## src/rtl/number_display_driver.sv

```systemverilog
// Purpose: shows a two's-complement number on a scanned decimal display. Each new
//   number goes through a serial binary-to-BCD conversion into a display buffer
//   with leading-zero blanking.
// Latency: for en_d high at edge k, busy is high from edge k to edge k+WIDTH+1, and the
//   buffer updates at edge k+WIDTH+1. disp_bcd/disp_sel follow one edge later.
// Backpressure: none. A strobe that arrives while busy is held in one pending slot,
//   and a later strobe overwrites it.
// Ports:
//   Clock     - single clock, rising edge
//   Reset     - synchronous, active-low
//   number_Q  - number register contents (two's complement, WIDTH bits)
//   number_EN - number register write strobe (number_Q is valid one edge later)
//   disp_sel  - one-hot digit select, bit 0 = least significant digit
//   disp_bcd  - BCD value of the selected digit, 4'hF = blank
//   disp_neg  - displayed value is negative
//   busy      - conversion in progress
module number_display_driver #(
  parameter int WIDTH    = 32,
  parameter int DIGITS   = 10,
  parameter int SCAN_DIV = 1000
) (
  input  logic              Clock,
  input  logic              Reset,
  input  logic [WIDTH-1:0]  number_Q,
  input  logic              number_EN,
  output logic [DIGITS-1:0] disp_sel,
  output logic [3:0]        disp_bcd,
  output logic              disp_neg,
  output logic              busy
);

  localparam int BW = DIGITS * 4;
  localparam int CW = (WIDTH > 1) ? $clog2(WIDTH) : 1;
  localparam int PW = (SCAN_DIV > 1) ? $clog2(SCAN_DIV) : 1;
  localparam int IW = (DIGITS > 1) ? $clog2(DIGITS) : 1;

  typedef enum logic [1:0] {IDLE, CONVERT, COMMIT} state_e;

  state_e            state_q, state_d;
  logic              load, load_pend, set_pend, clr_pend;

  logic              en_dly_q;
  logic              pend_q;
  logic [WIDTH-1:0]  pend_val_q;
  logic              neg_q;
  logic [WIDTH-1:0]  bin_q;
  logic [BW-1:0]     bcd_q;
  logic [CW-1:0]     cnt_q;
  logic [BW-1:0]     buf_q;
  logic              disp_neg_q;

  logic [PW-1:0]     presc_q;
  logic [IW-1:0]     idx_q;
  logic [DIGITS-1:0] disp_sel_q;
  logic [3:0]        disp_bcd_q;

  logic [WIDTH-1:0]  load_val, load_mag;
  logic [BW-1:0]     bcd_adj, bcd_shift;
  logic [DIGITS-1:0] show;
  logic              seen_nz;

  // ---------------- FSM: state register ----------------
  always_ff @(posedge Clock) begin
    if (!Reset) state_q <= IDLE;
    else        state_q <= state_d;
  end

  // ---------------- FSM: next state ----------------
  // A fresh strobe in COMMIT beats the pending slot. Either way the slot is
  // emptied because the newest value is the one being converted.
  always_comb begin
    state_d   = state_q;
    load      = 1'b0;
    load_pend = 1'b0;
    set_pend  = 1'b0;
    clr_pend  = 1'b0;
    case (state_q)
      IDLE: begin
        if (en_dly_q) begin
          load    = 1'b1;
          state_d = CONVERT;
        end
      end
      CONVERT: begin
        set_pend = en_dly_q;
        if (cnt_q == CW'(WIDTH - 1)) state_d = COMMIT;
      end
      COMMIT: begin
        if (en_dly_q) begin
          load     = 1'b1;
          clr_pend = 1'b1;
          state_d  = CONVERT;
        end else if (pend_q) begin
          load      = 1'b1;
          load_pend = 1'b1;
          clr_pend  = 1'b1;
          state_d   = CONVERT;
        end else begin
          state_d = IDLE;
        end
      end
      default: state_d = IDLE;
    endcase
  end

  // ---------------- FSM: outputs ----------------
  always_comb begin
    busy = (state_q != IDLE);
  end

  // ---------------- Conversion datapath ----------------
  // The magnitude is taken modulo 2^WIDTH, so the most negative value maps to
  // 2^(WIDTH-1) as an unsigned number.
  assign load_val = load_pend ? pend_val_q : number_Q;
  assign load_mag = load_val[WIDTH-1] ? (~load_val + WIDTH'(1)) : load_val;

  // Double-dabble step: add 3 to every digit >= 5, then shift in the next binary bit.
  always_comb begin
    bcd_adj = bcd_q;
    for (int i = 0; i < DIGITS; i++) begin
      if (bcd_adj[4*i +: 4] >= 4'd5) bcd_adj[4*i +: 4] = bcd_adj[4*i +: 4] + 4'd3;
    end
    bcd_shift = (bcd_adj << 1) | {{(BW-1){1'b0}}, bin_q[WIDTH-1]};
  end

  always_ff @(posedge Clock) begin
    if (!Reset) begin
      en_dly_q   <= 1'b0;
      pend_q     <= 1'b0;
      pend_val_q <= '0;
      neg_q      <= 1'b0;
      bin_q      <= '0;
      bcd_q      <= '0;
      cnt_q      <= '0;
      buf_q      <= '0;
      disp_neg_q <= 1'b0;
    end else begin
      // The number register updates on the strobe edge, so its new value is
      // valid one edge later.
      en_dly_q <= number_EN;

      if (clr_pend) begin
        pend_q <= 1'b0;
      end else if (set_pend) begin
        pend_q     <= 1'b1;
        pend_val_q <= number_Q;
      end

      if (load) begin
        neg_q <= load_val[WIDTH-1];
        bin_q <= load_mag;
        bcd_q <= '0;
        cnt_q <= '0;
      end else if (state_q == CONVERT) begin
        bcd_q <= bcd_shift;
        bin_q <= bin_q << 1;
        cnt_q <= cnt_q + CW'(1);
      end

      // The buffer changes only here, so partial results are never displayed.
      if (state_q == COMMIT) begin
        buf_q      <= bcd_q;
        disp_neg_q <= neg_q;
      end
    end
  end

  // ---------------- Scanning ----------------
  // Show a digit if it, or any digit above it, is non-zero. Digit 0 is always shown.
  always_comb begin
    seen_nz = 1'b0;
    show    = '0;
    for (int i = DIGITS - 1; i >= 0; i--) begin
      seen_nz = seen_nz | (buf_q[4*i +: 4] != 4'd0);
      show[i] = seen_nz || (i == 0);
    end
  end

  always_ff @(posedge Clock) begin
    if (!Reset) begin
      presc_q    <= '0;
      idx_q      <= '0;
      disp_sel_q <= DIGITS'(1);
      disp_bcd_q <= 4'd0;
    end else begin
      if (presc_q == PW'(SCAN_DIV - 1)) begin
        presc_q <= '0;
        idx_q   <= (idx_q == IW'(DIGITS - 1)) ? '0 : idx_q + IW'(1);
      end else begin
        presc_q <= presc_q + PW'(1);
      end
      // Select and digit value come from the same index, so they change together.
      disp_sel_q <= DIGITS'(1) << idx_q;
      disp_bcd_q <= show[idx_q] ? buf_q[{idx_q, 2'b00} +: 4] : 4'hF;
    end
  end

  assign disp_sel = disp_sel_q;
  assign disp_bcd = disp_bcd_q;
  assign disp_neg = disp_neg_q;

endmodule

```

## config.mk

```make
export PLATFORM = sky130hd
export DESIGN_NAME = number_display_driver
export DESIGN_NICKNAME = d
export VERILOG_FILES = /design/src/rtl/number_display_driver.sv
export SDC_FILE = /design/constraint.sdc
export NUM_CORES = 1
export LEC_CHECK = 0
export CORE_ASPECT_RATIO = 0.8
export CORE_MARGIN = 2
export CORE_UTILIZATION = 25
export CTS_CLUSTER_DIAMETER = 80
export DETAILED_ROUTE_END_ITERATION = 8
export PLACE_DENSITY = 0.51
export REMOVE_ABC_BUFFERS = 1
export SKIP_CTS_REPAIR_TIMING = 1
export SLEW_MARGIN = 30
export SYNTH_ARGS = -nofsm -noshare
export SYNTH_HDL_FRONTEND = slang
export SYNTH_SLANG_ARGS = --single-unit
```

## constraint.sdc

```tcl
create_clock -name Clock -period 3.83 [get_ports Clock]
set_input_delay 1.149 -clock Clock [delete_from_list [all_inputs] [get_ports Clock]]
set_output_delay 1.149 -clock Clock [all_outputs]
set_load 0.005 [all_outputs]
```

Yosys cells after proc, flatten, opt, wreduce, memory -nomap -nowiden

Cells that the tools add are included.

Input bits: 35
Output and inout bits: 16
Register bits: 183
Logic and storage cells: 108

Order comparisons: 11
Muxes and demuxes: 31
Add/subtract/negate cells: 14
Bitwise gates (word level): 12
Eq/ne operators: 7
Reductions and logical operators: 17
Shift operators: 2

Operator list:

| operator                | count |
|---|---|
| $mux W32                | 4 |
| $mux W4                 | 11 |
| $ge A4 B3 Y1 const B    | 10 |
| $or A40 B1 Y40          | 1 |
| $shiftx A40 B7 Y4       | 1 |
| $add A4 B2 Y4 const B   | 9 |
| $reduce_bool A4 Y1      | 9 |
| $add A32 B1 Y32 const B | 1 |
| $not A32 Y32            | 1 |
| $add A10 B1 Y10 const B | 1 |
| $eq A10 B10 Y1 const B  | 1 |
| $mux W1                 | 10 |
| $shl A1 B4 Y10 const A  | 1 |
| $or A1 B1 Y1            | 8 |
| $pmux W2 S3             | 1 |
| $reduce_or A2 Y1        | 3 |
| $add A5 B1 Y5 const B   | 1 |
| $eq A5 B5 Y1 const B    | 1 |
| $lt A4 B5 Y1 const B    | 1 |
| $add A4 B1 Y4 const B   | 1 |
| $bmux W1 S4             | 1 |
| $eq A4 B4 Y1 const B    | 1 |
| $mux W2                 | 2 |
| $ne A2 B2 Y1 const B    | 2 |
| other kinds (9)         | 12 |

Depth between registers and ports, before layout

Gate-level depths: netlist (run 1).

Depth in word-level cells: 12
Gate-level depth with buffers: 11
Depth with buffers taken out: 8

Worst setup path before layout (run 1)

No wires, ideal clock.

Path kind: input -> register
Start: input number_Q[2]
End: register bin_q[27]
Arrival: 3,177 ps
Cell stages on the path: 6
Data required time: 3,698 ps
Path buffers: 0
Library setup time: 132 ps
Slack: 521 ps
Path through: or4_4 > or4_4 > a222oi_1 > a31oi_1 > xor2_1 > o22ai_2

Longest elaborated chain between the ends: 5

Ends and longest elaborated chain:

| element              | RTL line | RTL |
|---|---|---|
| from (decl)          | 24       | `input logic [WIDTH-1:0] number_Q,` |
| $mux W32             | 114      | `assign load_val = load_pend ? pend_val_q : number_Q;` |
| $not A32 Y32         | 115      | `assign load_mag = load_val[WIDTH-1] ? (~load_val + WIDTH'(1)) : load_val;` |
| $add A32 B1 Y32      | 115      |  |
| $mux W32             | 115      |  |
| $mux W32             | 149      | `if (load) begin` |
| to (signal assigned) | 151      | `bin_q <= load_mag;` |
| to (signal assigned) | 156      | `bin_q <= bin_q << 1;` |
| to (decl)            | 46       | `logic [WIDTH-1:0] bin_q;` |

Every way passes these cells.
A chain may end at the register's enable or synchronous reset.

Final worst setup path (run 1)

Ends and elaborated chain as after synthesis.

==> summary.txt, run 1 <==
Status
  • Status: completed

Route
  • First-pass iteration count of the detailed router: 5
  • Iter 0 DRT Violations: roughly 750
  • Drt drc: 0
  • Vias per cell: roughly 5
  • DR WL/cell: 14.8 µm
  • Vias: ~8,500
  • Routed WL: approximately 26 mm
  • Antenna Nets Post-Route: 0

Power
  • Switching pwr: about 1.2 mW
  • Power Internal: 2.98 mW
  • Register share of total power: ~48%
  • Leak: approximately 4 nW
  • Switching part of the total: roughly 28%
  • Worst ir drop on vdd: ~0.32 mV
  • PwrDens: 365 nW/µm²
  • Final Power: 4.15 mW
  • Gate power share: between 8 and 9%
  • Clock power frac: 44.1%

Floorplan
  • # rows: between 60 and 70
  • Die X: between 200 and 250 µm
  • Core Area: about 38,000 µm²
  • Initial Util: approximately a quarter
  • DIE HEIGHT: 180 µm
  • IO Pins: 51
  • Full die area: 40,400 µm²

Setup path
  • CP top delay family: simple AND/OR/NAND/NOR gates
  • Critical Path RT: around 4200 ps
  • CP max stage delay: around 580 ps
  • Slowest CP cell: or4_4
  • Critical path, cell by cell: clkdlybuf4s50_1 -> or4_4 -> or4_4 -> a222oi_1 -> buf_4 -> a31oi_1 -> xor2_1 -> o22ai_2
  • WS Path Type: input port to register
  • Critical Path Sink Type: register
  • Crit Path Max Fanout: 6
  • Buffers & Inverters on Critical Path: 2
  • R2r startpoint: en_dly_q
  • Arr. time, crit path: roughly 3700 ps
  • Worst setup startpoint: number_Q[2]
  • Setup crit start kind: input port
  • Most common cell on crit path: or4_4

Layout
  • Layout filler cell count: roughly 4,000
  • P&R area growth vs syn: 17.1%
  • Fraction of layout cells with a size suffix above 1: between 7 and 8%
  • Layout Nets: about 1,300
  • # diodes: 0
  • Post-route cell area: ~11,000 µm²

Timing
  • Rel. slew slack: around 40%
  • Final setup violation count: 0
  • Slew @ Worst Pin: 901 ps
  • Fin Clk Skew: approximately 21 ps
  • RSZ-0062 raised after global routing: false
  • Final hold vios: 0
  • Setup TNS: 0 ps
  • Final setup margin: around 500 ps
  • Highest clock rate: 300 MHz
  • Minimum clock period: roughly 3300 ps
  • Tcrit/Tclk final: between 80% and 90%
  • Slew Limit Fails: 0

Placement
  • Routability cong.: ~0.83
  • DPL Wire Length: 17.6 mm
  • Dpl ws: 56.3 ps
  • Dpl cell area: between 10,000 and 15,000 µm²
  • Number of port buffers: 50

Clock tree
  • Clk_lat worst skew: approximately 450 ps
  • Max Root-Sink Buffers: 2
  • Num CTS Buffers: 17
  • Clk pin slew, worst setup/hold paths: 80 ps
  • Sink Count: between 150 and 200
  • Root cell of the clock tree: clkbuf_16
  • CTS tree: yes
  • H-tree depth: 4

Synthesis
  • Synth area leader: dfxtp_1
  • Largest cells by area after synthesis: dfxtp_1 (38%), nand2_1 (12%), a21boi_0 (6.0%), mux2i_1 (4.7%), a21oi_1 (4.2%)
  • Post-synth EDFFs: 0
  • Yosys top cell area share: 37.8%
  • Post-synth ARST share: 0%
  • Post-Syn Area: 9700 µm²
  • Seq/Total Area, Yosys: 37.8%
  • Syn_area_per_cell: between 7 and 8 µm²
  • Ys Warns: 0
  • Main synth FF type: dfxtp_1
  • Yosys cell types: 62
  • Yosys reg bits: roughly 180
  • Syn Inst Count: between 1,000 and 1,500

Global routing
  • First-pass GRT wire length: about 43 mm
  • Gr usage total: a little over an eighth
  • Initial antenna violation count: 0
  • Pin count of the biggest net entering global routing: 87
  • Grt total ovfl: 0
  • Vias in the first global route: between 7,000 and 8,000

Worst hold path
  • Hold Path Class: register to register
  • HP Start: neg_q

Flow run
  • Max-cap violations: 0
## cells in the final DEF (no fill, tap or decap), drive strengths merged, types with 10 or more instances in the layout
cell type,count
ha,24
dfxtp,183
a31oi,12
nor2,56
a21oi,82
xnor2,19
nand2b,13
inv,29
nand3,45
o21ai,52
mux2i,46
xor2,30
nand4,10
clkdlybuf4s50,49
o22ai,11
a21boi,78
nor4,31
and3,15
buf,29
or4,14
nand2,299
nor3,29
clkbuf,17
## cell type report
cell class	instances	area, µm²	share of cell area (%)
Clock buffer	17	425	3.74
Clock inverter	15	194	1.71
Inverter	21	78.8	0.694
Multi-Input combinational cell	943	5630	49.6
Sequential cell	183	3660	32.3
Tap cell	495	619	5.45
Timing Repair Buffer	78	746	6.56
## power groups by stage
stage | Clock, mW | Sequential, mW | Combinational (mW)
global route | 1.97 | 1.98 | 0.388
floorplan | 0 | 2.00 | 0.187
finish | 1.83 | 1.97 | 0.349
detailed placement | 0 | 2.01 | 0.349
CTS | 1.90 | 1.97 | 0.351
global placement | 0 | 2.01 | 0.347
## kinds of logic (layout without fill, tap and decap cells)
| group | count (synthesis) | count (layout) | share of synthesized area [%] |
|---|---|---|---|
| buf+inv | 102 | 131 | 4.68 |
| xor+xnor | 49 | 49 | 4.43 |
| flops | 183 | 183 | 37.8 |
| compound gates | 266 | 266 | 17.2 |
| fa+ha+maj | 24 | 24 | 3.10 |
| simple gates | 547 | 547 | 25.9 |
| mux | 57 | 57 | 6.95 |
## registers in the layout, indices dropped and copies added, names as in the netlist, 2 cells and up
register / flops
bin_q: 32
state_q: 2
disp_sel: 10
presc_q: 10
pend_val_q: 32
buf_q: 40
idx_q: 4
bcd_q: 40
disp_bcd: 4
cnt_q: 5
## path summary, 6_finish.rpt
| path | endpoint | slack, ps | cells after the start |
|---|---|---|---|
| hold / removal | disp_neg | 460 | 2 |
| setup reg to reg | bin_q[28] | 1190 | 7 |
| setup / recovery | bin_q[27] | 500 | 8 |
| hold reg to reg | disp_neg | 460 | 2 |
## cell usage after synthesis (3+ instances only)
cell and count:
nand4b_1 4, o21ai_0 52, o31ai_1 3, a21oi_1 82, and2_1 6, inv_1 21, nand2_1 299, nand4_1 10
nand2b_1 13, a31oi_1 12, a211oi_1 4, buf_1 5, or4_1 8, o211ai_1 4, or4_4 4, buf_6 4
o22ai_1 10, or3_1 7, clkbuf_8 4, a21boi_0 77, nor2_1 56, or2_2 4, xnor2_1 19, mux4_2 8
mux2i_1 46, clkbuf_1 67, nand3_1 45, and3_1 14, dfxtp_1 183, xor2_1 30, nor3_1 29, nor4_1 31
mux2_2 3, ha_1 24, nor2b_1 6
## per-stage QoR
stage | utilization [%] | hold WS, ps | cells
after CTS | 29.7 | 463 | 1752
after global placement | 28.1 | 448 | 1720
after floorplan | - | 430 | 1147
after global routing | 29.7 | 486 | 1752
after detailed placement | 28.1 | 452 | 1720
final | 29.7 | 463 | 1752
## worst reg2reg max path, stage by stage (launching register included)
cell       delay, ps
dfxtp_1          560
nand4bb_4        370
mux2i_1          320
ha_1             390
a21boi_0         420
nand4_1          190
and2_1           190
o21ai_0          140
## routing by layer
| layer | up-vias | track usage, % | wire [µm] |
|---|---|---|---|
| li1 | 4312 | - | - |
| met1 | 4012 | 19.3 | 13400 |
| met2 | 201 | 18.3 | 10600 |
| met4 | 0 | 2.65 | 121 |
| met3 | 8 | 3.91 | 1750 |
| met5 | - | 0 | 0 |
No activity file was read; power rests on OpenSTA's default activity.
==> inputs of run 2 (changes only) <==
--- a/config.mk
+++ b/config.mk
@@ -5,12 +5,12 @@
 export SDC_FILE = /design/constraint.sdc
 export NUM_CORES = 1
 export LEC_CHECK = 0
-export CORE_ASPECT_RATIO = 0.8
+export CORE_ASPECT_RATIO = 2
 export CORE_MARGIN = 2
 export CORE_UTILIZATION = 25
 export CTS_CLUSTER_DIAMETER = 80
 export DETAILED_ROUTE_END_ITERATION = 8
-export PLACE_DENSITY = 0.51
+export PLACE_DENSITY = 0.43
 export REMOVE_ABC_BUFFERS = 1
 export SKIP_CTS_REPAIR_TIMING = 1
 export SLEW_MARGIN = 30
==> summary.txt, run 2 (same netlist as run 1, synthesis figures left out) <==
Timing
  • Final hold vios: 0
  • Final setup violation count: 0
  • WHS: between 400 and 500 ps
  • Slew Limit Fails: 0
  • Fin Clk Skew: ~15 ps
  • Minimum clock period: ~3400 ps
  • Highest clock rate: 296 MHz
  • Tcrit/Tclk final: between 80% and 90%
  • RSZ-0062 raised after global routing: false
  • Rel. slew slack: 42.7%
  • Slew @ Worst Pin: about 840 ps
  • Setup TNS: 0 ps

Setup path
  • Critical Path Sink Type: register
  • Critical path, cell by cell: clkdlybuf4s50_1 -> or4_4 -> or4_4 -> a222oi_1 -> buf_4 -> and2b_1 -> mux2i_1 -> a21boi_1
  • Critical Path Sink: bin_q[19]
  • Arr. time, crit path: between 3000 and 4000 ps
  • Slowest CP cell: or4_4
  • Most common cell on crit path: or4_4
  • WS Path Type: input port to register
  • Crit. path cell count: 8
  • Worst reg-to-reg setup slack: ~980 ps
  • Buffers & Inverters on Critical Path: 2
  • CP top delay family: simple AND/OR/NAND/NOR gates
  • Worst setup startpoint: number_Q[2]
  • Critical R2R Capture: bin_q[19]
  • CP max stage delay: about 560 ps
  • Setup crit start kind: input port
  • Worst R2R Path Depth: 7
  • Crit Path Max Fanout: 6
  • R2r startpoint: state_q[1]
  • Critical Path RT: approximately 4200 ps

Clock tree
  • Sink Count: 183
  • Num CTS Buffers: 17
  • H-tree depth: 4
  • Clk pin slew, worst setup/hold paths: approximately 70 ps
  • CTS tree: yes
  • Clk_lat worst skew: 460 ps
  • Max Root-Sink Buffers: 2
  • Root cell of the clock tree: clkbuf_16

Status
  • Status: completed

Worst hold path
  • Worst hold path depth: 2
  • Hold Path Class: register to register

Global routing
  • Most used routing layer: met2
  • Initial antenna violation count: 0
  • Grt total ovfl: 0
  • Met2 usage: 29.5%
  • GR Util met3: between 2 and 2.5%
  • Gr usage total: approximately 14%
  • First-pass GRT wire length: between 40 and 50 mm
  • Grt met1 use: ~14%
  • Pin count of the biggest net entering global routing: 62
  • Vias in the first global route: 8,556

Floorplan
  • DIE HEIGHT: 283 µm
  • Initial Util: about a quarter
  • Die X: roughly 140 µm
  • Core Area: between 30,000 and 40,000 µm²
  • # rows: between 100 and 150
  • Full die area: slightly above 40,000 µm²
  • IO Pins: 51

Placement
  • Number of port buffers: 50
  • Routability cong.: approximately 0.83
  • Dpl cell area: roughly 11,000 µm²
  • DPL Wire Length: ~21 mm

Layout
  • # diodes: 0
  • Fraction of layout cells with a size suffix above 1: roughly 8%
  • Most common cell after layout, fill and taps aside: nand2_1
  • P&R area growth vs syn: 17.7%
  • Post-route cell area: between 10,000 and 15,000 µm²
  • Layout Nets: between 1,000 and 1,500
  • Biggest regs: bcd_q: 40 flops, buf_q: 40 flops
  • Most frequent cells in the layout: nand2_1 (298), dfxtp_1 (183), a21oi_1 (82), a21boi_0 (77), nor2_1 (56)

Route
  • Iter 0 DRT Violations: approximately 330
  • Antenna Nets Post-Route: 0
  • DR WL/cell: roughly 16 µm
  • Vias per cell: about 4.8
  • Vias: between 8,000 and 9,000
  • First-pass iteration count of the detailed router: 4
  • Drt drc: 0
  • Routed WL: between 20 and 30 mm

Power
  • Leak: a little over 4 nW
  • PwrDens: between 300 and 400 nW/µm²
  • Final Power: between 4 and 5 mW
  • Worst ir drop on vdd: around 0.28 mV

Flow run
  • Max-cap violations: 0
run 2: cell count changes in the layout (fill, tap and decap cells not counted), sizes merged:
cell and delta:
bufinv +2, clkinvlp +1, inv -6, clkbuf +3
clkinv -2, buf +11
run 2: stage by stage:
stage | std cells | setup slack [ps] | utilization, %
2_1_floorplan | 1147 | -725 | -
3_3_place_gp | 1756 | 9.40 | 28.1
3_5_place_dp | 1756 | -2.38 | 28.1
4_1_cts | 1786 | 470 | 29.6
5_1_grt | 1786 | 376 | 29.6
6_report | 1786 | 452 | 29.6
run 2: per-layer routing:
metal | vias up | share of wire, %
met1 | 3999 | 36
met5 | - | 0
li1 | 4323 | -
met2 | 132 | 59
met4 | 0 | 3.1
met3 | 47 | 1.9
run 2: worst min-delay path, cell delays in order, from the launching register on:
cell     delay [ps]
dfxtp_1         310
nand2_1          50
a21oi_1          50
run 2: cell type report:
type / instances / area [µm²]
Clock buffer: 20 / 457
Clock inverter: 10 / 121
Fill cell: 4242 / 27100
Inverter: 21 / 78.8
Multi-Input combinational cell: 943 / 5630
Sequential cell: 183 / 3660
Tap cell: 520 / 651
Timing Repair Buffer: 89 / 816
run 2: where the power goes:
group / internal, mW / switching, mW
clock network: 0.994 / 0.805
registers: 1.94 / 0.0303
logic: 0.144 / 0.204
run 2: how the worst min path moves through the flow:
stage | startpoint | endpoint | slack, ps
finish | cnt_q[4] | cnt_q[4] | 460
global route | buf_q[1] | buf_q[1] | 490
CTS | bin_q[31] | bcd_q[0] | 460
detailed placement | bin_q[31] | bcd_q[0] | 450
global placement | cnt_q[4] | cnt_q[4] | 450
floorplan | presc_q[0] | presc_q[0] | 430
==> inputs of run 3 (changes only) <==
--- a/config.mk
+++ b/config.mk
@@ -6,7 +6,7 @@
 export NUM_CORES = 1
 export LEC_CHECK = 0
 export CORE_ASPECT_RATIO = 2
-export CORE_MARGIN = 2
+export CORE_MARGIN = 4
 export CORE_UTILIZATION = 25
 export CTS_CLUSTER_DIAMETER = 80
 export DETAILED_ROUTE_END_ITERATION = 8
==> summary.txt, run 3 (same netlist as run 1, synthesis figures left out) <==
Status
  • Status: completed

Placement
  • Dpl ws: around 36 ps
  • Placed cells: about 1,800
  • Dpl cell area: roughly 11,000 µm²
  • DPL Wire Length: approximately 21 mm
  • Routability cong.: roughly 0.80
  • Number of port buffers: 50

Timing
  • RSZ-0062 raised after global routing: false
  • Final hold vios: 0
  • Fin Clk Skew: approximately 13 ps
  • Final setup violation count: 0
  • Minimum clock period: around 3400 ps
  • Final setup margin: around 470 ps
  • Slew Limit Fails: 0
  • Tcrit/Tclk final: between 80% and 90%
  • Slew @ Worst Pin: ~800 ps
  • Highest clock rate: slightly below 300 MHz
  • Rel. slew slack: 45.2%

Setup path
  • Arr. time, crit path: roughly 3700 ps
  • Crit Path Max Fanout: 6
  • WS Path Type: input port to register
  • Setup crit start kind: input port
  • Critical Path Sink Type: register
  • Critical Path RT: about 4200 ps

Power
  • Register share of total power: roughly 47%
  • Switching part of the total: roughly 25%
  • Switching pwr: 1.06 mW
  • Final Power: approximately 4.2 mW
  • Clock power frac: between 40 and 50%
  • PwrDens: about 370 nW/µm²
  • Worst ir drop on vdd: between 0.2 and 0.3 mV
  • Gate power share: just over 8%
  • Power Internal: 3.16 mW
  • Leak: between 4 and 5 nW

Floorplan
  • IO Pins: about 50
  • Core Area: between 30,000 and 40,000 µm²
  • Die X: between 100 and 150 µm
  • Initial Util: around 25%
  • # rows: around 100
  • Full die area: approximately 42,000 µm²
  • DIE HEIGHT: about 290 µm

Layout
  • Fraction of layout cells with a size suffix above 1: 8.05%
  • Area of the multi-input gates: between 5000 and 6000 µm²
  • Layout Nets: approximately 1,300
  • # diodes: 0
  • Post-route cell area: around 11,000 µm²
  • Seq. cell area: 3660 µm²
  • Most common cell after layout, fill and taps aside: nand2_1
  • Final cell count without fillers: approximately 1,800
  • Most frequent cells in the layout: nand2_1 (298), dfxtp_1 (183), a21oi_1 (82), a21boi_0 (77), nor2_1 (56)
  • Layout filler cell count: around 4,200
  • Biggest regs: bcd_q: 40 flops, buf_q: 40 flops
  • P&R area growth vs syn: 18.0%

Route
  • Uppermost layer routed: met4
  • Iter 0 DRT Violations: approximately 220
  • Metal2 WL: ~16 mm
  • Routed WL: around 28 mm
  • Antenna Nets Post-Route: 0
  • Vias: between 8,000 and 9,000
  • DR WL/cell: approximately 16 µm
  • Drt drc: 0
  • Met3 wire length: around 600 µm
  • WL met1: between 10 and 15 mm
  • First-pass iteration count of the detailed router: 4
  • Vias per cell: about 4.8

Global routing
  • Pin count of the biggest net entering global routing: a little over 50
  • Initial antenna violation count: 0
  • Vias in the first global route: ~8,600
  • First-pass GRT wire length: 46.1 mm
  • Grt total ovfl: 0
  • Gr usage total: between 10 and 15%

Clock tree
  • Sink Count: between 150 and 200
  • Num CTS Buffers: 17
  • CTS tree: yes
  • Max Root-Sink Buffers: 2
  • Clk pin slew, worst setup/hold paths: around 70 ps
  • Clk_lat worst skew: 460 ps
  • H-tree depth: 4
  • Root cell of the clock tree: clkbuf_16

Flow run
  • Max-cap violations: 0

Worst hold path
  • Hold Path Class: register to register
==> run 3: cell count changes in the layout (fill, tap and decap cells not counted), sizes merged <==
cell      change
bufinv        +1
buf           -1
inv           +2
clkinv        -3
clkinvlp      +2
==> run 3: final timing paths <==
check	endpoint	slack, ps	from	depth (start not counted)
setup / recovery	bin_q[19]	470	number_Q[2]	8
hold / removal	cnt_q[4]	460	cnt_q[4]	2
setup reg to reg	bin_q[19]	1030	state_q[1]	7
hold reg to reg	cnt_q[4]	460	cnt_q[4]	2
==> run 3: worst max-delay path, cell delays in order <==
cell and delay (ps):
clkdlybuf4s50_1 420, or4_4 560, or4_4 540, a222oi_1 360, buf_4 220, and2b_1 140
mux2i_1 210, a21boi_1 80
==> run 3: power groups by stage <==
stage | registers [mW] | clock network, mW | logic, mW
after global placement | 2.01 | 0 | 0.356
after global routing | 1.97 | 2.04 | 0.393
after detailed placement | 2.01 | 0 | 0.355
after CTS | 1.97 | 1.97 | 0.357
after floorplan | 2.00 | 0 | 0.187
final | 1.97 | 1.90 | 0.349
==> run 3: routing by layer <==
| metal | GRT usage (%) | vias up |
|---|---|---|
| met3 | 2.02 | 49 |
| met4 | 6.84 | 0 |
| met2 | 27.8 | 126 |
| met1 | 12.9 | 3996 |
| met5 | 0 | - |
| li1 | - | 4336 |
==> run 3: layout make-up <==
cell class                      count  share of cell area (%)
Clock buffer                       20                    3.99
Clock inverter                     12                    1.43
Inverter                           21                   0.689
Multi-Input combinational cell    943                    49.2
Sequential cell                   183                    32.0
Tap cell                          515                    5.63
Timing Repair Buffer               88                    7.06
==> run 3: stage by stage <==
step	util, %	hold WS [ps]	TNS [ps]
floorplan	-	430	-20660
global placement	28.4	448	0
detailed placement	28.4	454	0
CTS	30.0	464	0
global route	30.0	498	0
finish	30.0	462	0
